$ cat config.mk
export PLATFORM = sky130hd
export DESIGN_NAME = euler_acc_ctrl
export DESIGN_NICKNAME = d
export VERILOG_FILES = /design/src/rtl/euler_acc_ctrl.sv
export SDC_FILE = /design/constraint.sdc
export NUM_CORES = 1
export LEC_CHECK = 0
export BUFFER_PORTS_ARGS = -buffer_cell sky130_fd_sc_hd__buf_2
export CORE_UTILIZATION = 25
export CTS_BUF_LIST = sky130_fd_sc_hd__clkbuf_4
export CTS_CLUSTER_DIAMETER = 120
export CTS_CLUSTER_SIZE = 16
export DETAILED_ROUTE_END_ITERATION = 6
export HOLD_SLACK_MARGIN = 0.15
export PLACE_DENSITY_LB_ADDON = 0.12
export SLEW_MARGIN = 15
export SYNTH_ARGS = -nofsm -noshare
export SYNTH_HDL_FRONTEND = slang
export SYNTH_SLANG_ARGS = --single-unit
$ cat constraint.sdc
create_clock -name clk -period 1.5 [get_ports clk]
set_input_delay 0.45 -clock clk [delete_from_list [all_inputs] [get_ports clk]]
set_output_delay 0.45 -clock clk [all_outputs]
set_load 0.01 [all_outputs]
$ cat src/rtl/euler_acc_ctrl.sv
// Euler-step sequencer for one matrix-vector product, row by row.
// Ports: clk, rst_async, start, dim_m1, abort, mul_done in; mul_start,
//   row_idx, col_idx, acc_clr_n, row_valid, busy, done, err out.
module euler_acc_ctrl #(
   parameter int DIM_W  = 3,
   parameter int TO_CYC = 15,
   parameter int TO_W   = 4
) (
   input  logic             clk,
   input  logic             rst_async,
   input  logic             start,
   input  logic [DIM_W-1:0] dim_m1,
   input  logic             abort,
   input  logic             mul_done,
   output logic             mul_start,
   output logic [DIM_W-1:0] row_idx,
   output logic [DIM_W-1:0] col_idx,
   output logic             acc_clr_n,
   output logic             row_valid,
   output logic             busy,
   output logic             done,
   output logic             err
);

   typedef enum logic [2:0] {
      IDLE, CLEAR, ISSUE, WAIT, ROWEND, FINISH, ERR
   } state_t;

   // Last WAIT cycle index before a multiply is declared lost.
   localparam logic [TO_W-1:0] TO_LAST = TO_W'(TO_CYC - 1);

   state_t           state, state_nx;
   logic [DIM_W-1:0] row, row_nx;
   logic [DIM_W-1:0] col, col_nx;
   logic [DIM_W-1:0] dim, dim_nx;
   logic [TO_W-1:0]  tcnt, tcnt_nx;

   always_ff @(posedge clk or posedge rst_async) begin
      if (rst_async) begin
         state <= IDLE;
         row   <= '0;
         col   <= '0;
         dim   <= '0;
         tcnt  <= '0;
      end else begin
         state <= state_nx;
         row   <= row_nx;
         col   <= col_nx;
         dim   <= dim_nx;
         tcnt  <= tcnt_nx;
      end
   end

   always_comb begin
      state_nx = state;
      row_nx   = row;
      col_nx   = col;
      dim_nx   = dim;
      tcnt_nx  = tcnt;
      if (abort) begin
         state_nx = IDLE;
         row_nx   = '0;
         col_nx   = '0;
         dim_nx   = '0;
         tcnt_nx  = '0;
      end else begin
         case (state)
            IDLE: begin
               if (start) begin
                  dim_nx   = dim_m1;
                  row_nx   = '0;
                  col_nx   = '0;
                  state_nx = CLEAR;
               end
            end
            CLEAR: state_nx = ISSUE;
            ISSUE: begin
               tcnt_nx  = '0;
               state_nx = WAIT;
            end
            WAIT: begin
               // mul_done beats a timeout landing in the same cycle
               if (mul_done) begin
                  if (col == dim) begin
                     state_nx = ROWEND;
                  end else begin
                     col_nx   = col + DIM_W'(1);
                     state_nx = ISSUE;
                  end
               end else if (tcnt == TO_LAST) begin
                  state_nx = ERR;
               end else begin
                  tcnt_nx = tcnt + TO_W'(1);
               end
            end
            ROWEND: begin
               if (row == dim) begin
                  state_nx = FINISH;
               end else begin
                  row_nx   = row + DIM_W'(1);
                  col_nx   = '0;
                  state_nx = CLEAR;
               end
            end
            FINISH: state_nx = IDLE;
            ERR:    state_nx = ERR;
            default: state_nx = IDLE;
         endcase
      end
   end

   // Outputs depend on registered state only.
   always_comb begin
      mul_start = (state == ISSUE);
      row_valid = (state == ROWEND);
      done      = (state == FINISH);
      err       = (state == ERR);
      busy      = (state != IDLE) && (state != ERR);
      acc_clr_n = (state != IDLE) && (state != CLEAR) && (state != ERR);
      row_idx   = row;
      col_idx   = col;
   end

endmodule

==> results.txt <==
result of the run = finished, violations left
failing checks = setup timing
number of maximum-capacitance violations = 0
routed length per instance = 13.3 µm
clock sink total = 16
clock skew = 0.00102 ns
worst setup path category = register to output port
pin count of the biggest net entering global routing = 13
sum of routed wire length over all layers = 2780 µm
count of flip-flops with a built-in enable after synthesis = 0
number of slew-limit violations in the final report = 0
post-layout net count = 173
Detailed Route Iter0 Violations = 9
total power per unit cell area = 645 mW/mm²
timing-limited maximum frequency = 0.557 GHz
Setup WS post-layout = -0.295 ns
post-synthesis cell type with the largest combined area = sky130_fd_sc_hd__dfrtp_1
Core Box Area = 0.00400 mm²
Worst EP required = 1.05 ns
total number of vias = 988
highest-count cells in the layout ignoring fill and taps = 27 x sky130_fd_sc_hd__buf_4, 18 x sky130_fd_sc_hd__buf_2, 13 x sky130_fd_sc_hd__dfrtp_1
max-slew headroom at the worst pin = 0.820
min cycle time layout = 1.79 ns
CTS H-Tree Depth = 1
register cell area after layout = 404 µm²
Hold Path Depth = 3
maximum resistive drop on vdd = 319 µV
first-pass GRT wire length = 4230 µm
post-synthesis instance total = 107
Distinct cells, synth = 41
Syn. warnings = 0
share of the clock period used by the worst path after layout = 1.20
Final setup violation count = 9
Die Span X = 66.4 µm
IO buf count = 19
number of global-route vias before repair = 931
Mapped Area = 0.00104 mm²
Vert. Die Dim = 66.4 µm
starting utilization of the core area = 0.259
mean cell area of the mapped netlist = 9.68 µm²
DRC viols = 0
Worst-Skew Late Latency = 0.29 ns
Placement Rows = 23
placed wire-length estimate = 1970 µm
type of the worst min-delay path = primary input to register
static leakage = 0.000791 µW
count of final hold-check violations = 0
proportion of netlist area held by the largest area contributor = 0.386
number of cells on the worst reg-to-reg path = 7
Final Power = 1070 µW
core utilization of the finished layout = 0.414
area of combinational cells with multiple inputs = 737 µm²
cell at the root of the clock tree = sky130_fd_sc_hd__clkbuf_4
area overhead of the layout relative to synthesis = 59.8%
CP arrival = 1.34 ns
startpoint types = register
transition time at the pin with the least slew margin = 0.270 ns
Final Wtd Congestion = 0.731
sequential fraction of the synthesis area = 0.386
ant diodes = 0
most frequent standard cell in the layout excluding fill and tap cells = sky130_fd_sc_hd__buf_4
share of layout cells above drive strength 1 = 0.528
number of nets with antenna violations after routing = 0
Synth Net Count = 119
Inserted Clock Buffers = 3
iteration count of the initial detailed-routing pass = 4
filler cell count in the final layout = 405
RSZ-0062 raised after global routing = yes
sum of overflow across all layers after global routing = 0
placement-stage worst setup slack = -0.145 ns
Worst Path Max Fanout = 4
CTS clk-pin slew, worst paths = 0.09 ns
initial antenna violation count = 0
Max Buffers Root-to-Sink = 2
flops & latches, synth = 16
mean number of vias per cell = 4.73
all-layer global routing usage = 0.129
endpoint class of the critical path = output port
dominant synthesized flop cell = sky130_fd_sc_hd__dfrtp_1
number of top-level pins = 20
Total Die Area = 0.00441 mm²
fraction of synthesis flops using an asynchronous set or reset pin = 1.00
ranking of synthesized cells by area = sky130_fd_sc_hd__dfrtp_1 39%, sky130_fd_sc_hd__ha_1 4.8%, sky130_fd_sc_hd__mux2i_1 4.8%
CTS tree = yes
==> power by group <==
part	total, µW	switching [µW]	leakage, µW	internal, µW
logic	369	180	0.000562	189
clock network	237	144	0.0000138	93.5
registers	461	15.9	0.000215	446
total	1070	339	0.000791	728
==> final timing paths <==
kind | from | endpoint | slack, ns
hold / removal | dim_m1[0] | dim[0] | 0.40
setup reg to reg | state[0] | col_idx[0] | -0.24
setup / recovery | state[1] | busy | -0.29
hold reg to reg | tcnt[1] | tcnt[1] | 0.55
min in group asynchronous | rst_async | col_idx[1] | 0.68
max in group asynchronous | rst_async | state[1] | 0.67
==> registers in the layout, summed over array words and instances (netlist names) <==
signal	cells
dim	3
tcnt	4
row_idx	3
col_idx	3
state	3
==> final cells by class <==
cell class / instances / share of cell area
multi-input cells: 78 / 0.445
flip-flops and latches: 16 / 0.244
repair buffers: 53 / 0.236
well taps: 50 / 0.0378
inverters: 9 / 0.0234
clock buffers: 3 / 0.0136
==> layer usage <==
layer,vias to the layer above,part of all wire,global-route usage
li1,487,-,-
met1,475,0.46,0.169
met5,-,0,0
met4,0,0.011,0.0638
met3,4,0.034,0.0190
met2,22,0.49,0.207
==> cells in the mapped netlist (3+ instances only) <==
master                      number
sky130_fd_sc_hd__a21oi_1         6
sky130_fd_sc_hd__clkbuf_1        3
sky130_fd_sc_hd__dfrtp_1        16
sky130_fd_sc_hd__ha_1            4
sky130_fd_sc_hd__inv_1           8
sky130_fd_sc_hd__mux2i_1         5
sky130_fd_sc_hd__nand2_1         6
sky130_fd_sc_hd__nand3_1         3
sky130_fd_sc_hd__nor2_1          7
sky130_fd_sc_hd__o21ai_0         3
sky130_fd_sc_hd__o2bb2ai_1       3
sky130_fd_sc_hd__xnor2_1         3
sky130_fd_sc_hd__xor2_1          4
==> cell families after synthesis <==
group,synth area share
AND/OR/NAND/NOR,0.228
AO/OA/AOI/OAI,0.180
adder cells (fa/ha/maj),0.0483
buffers and inverters,0.0495
multiplexers,0.0483
XOR/XNOR,0.0592
flip-flops,0.386
==> per-stage QoR <==
stage	TNS, ns	hold slack (ns)	cells	area, µm²
2_1_floorplan	-0.431	0.364	107	1040
3_3_place_gp	-0.521	0.450	197	1370
3_5_place_dp	-0.503	0.455	197	1370
4_1_cts	-1.94	0.402	205	1510
5_1_grt	-2.63	0.437	209	1660
6_report	-1.94	0.401	209	1660
==> critical path, cell delays in order (launching register included) <==
cell,delay [ns]
sky130_fd_sc_hd__dfrtp_2,0.43
sky130_fd_sc_hd__buf_6,0.13
sky130_fd_sc_hd__nor2b_4,0.03
sky130_fd_sc_hd__or3_1,0.32
sky130_fd_sc_hd__buf_2,0.14
==> what timing repair did <==
item | in CTS | in global routing
pin swaps | 8 | 12
endpoints found under the setup margin | 10 | 20
resized for setup | 19 | 20
setup buffers | 4 | 6
hold buffers | 1 | 0
hold endpoints to repair | 16 | 0
No activity file was read; power rests on OpenSTA's default activity.
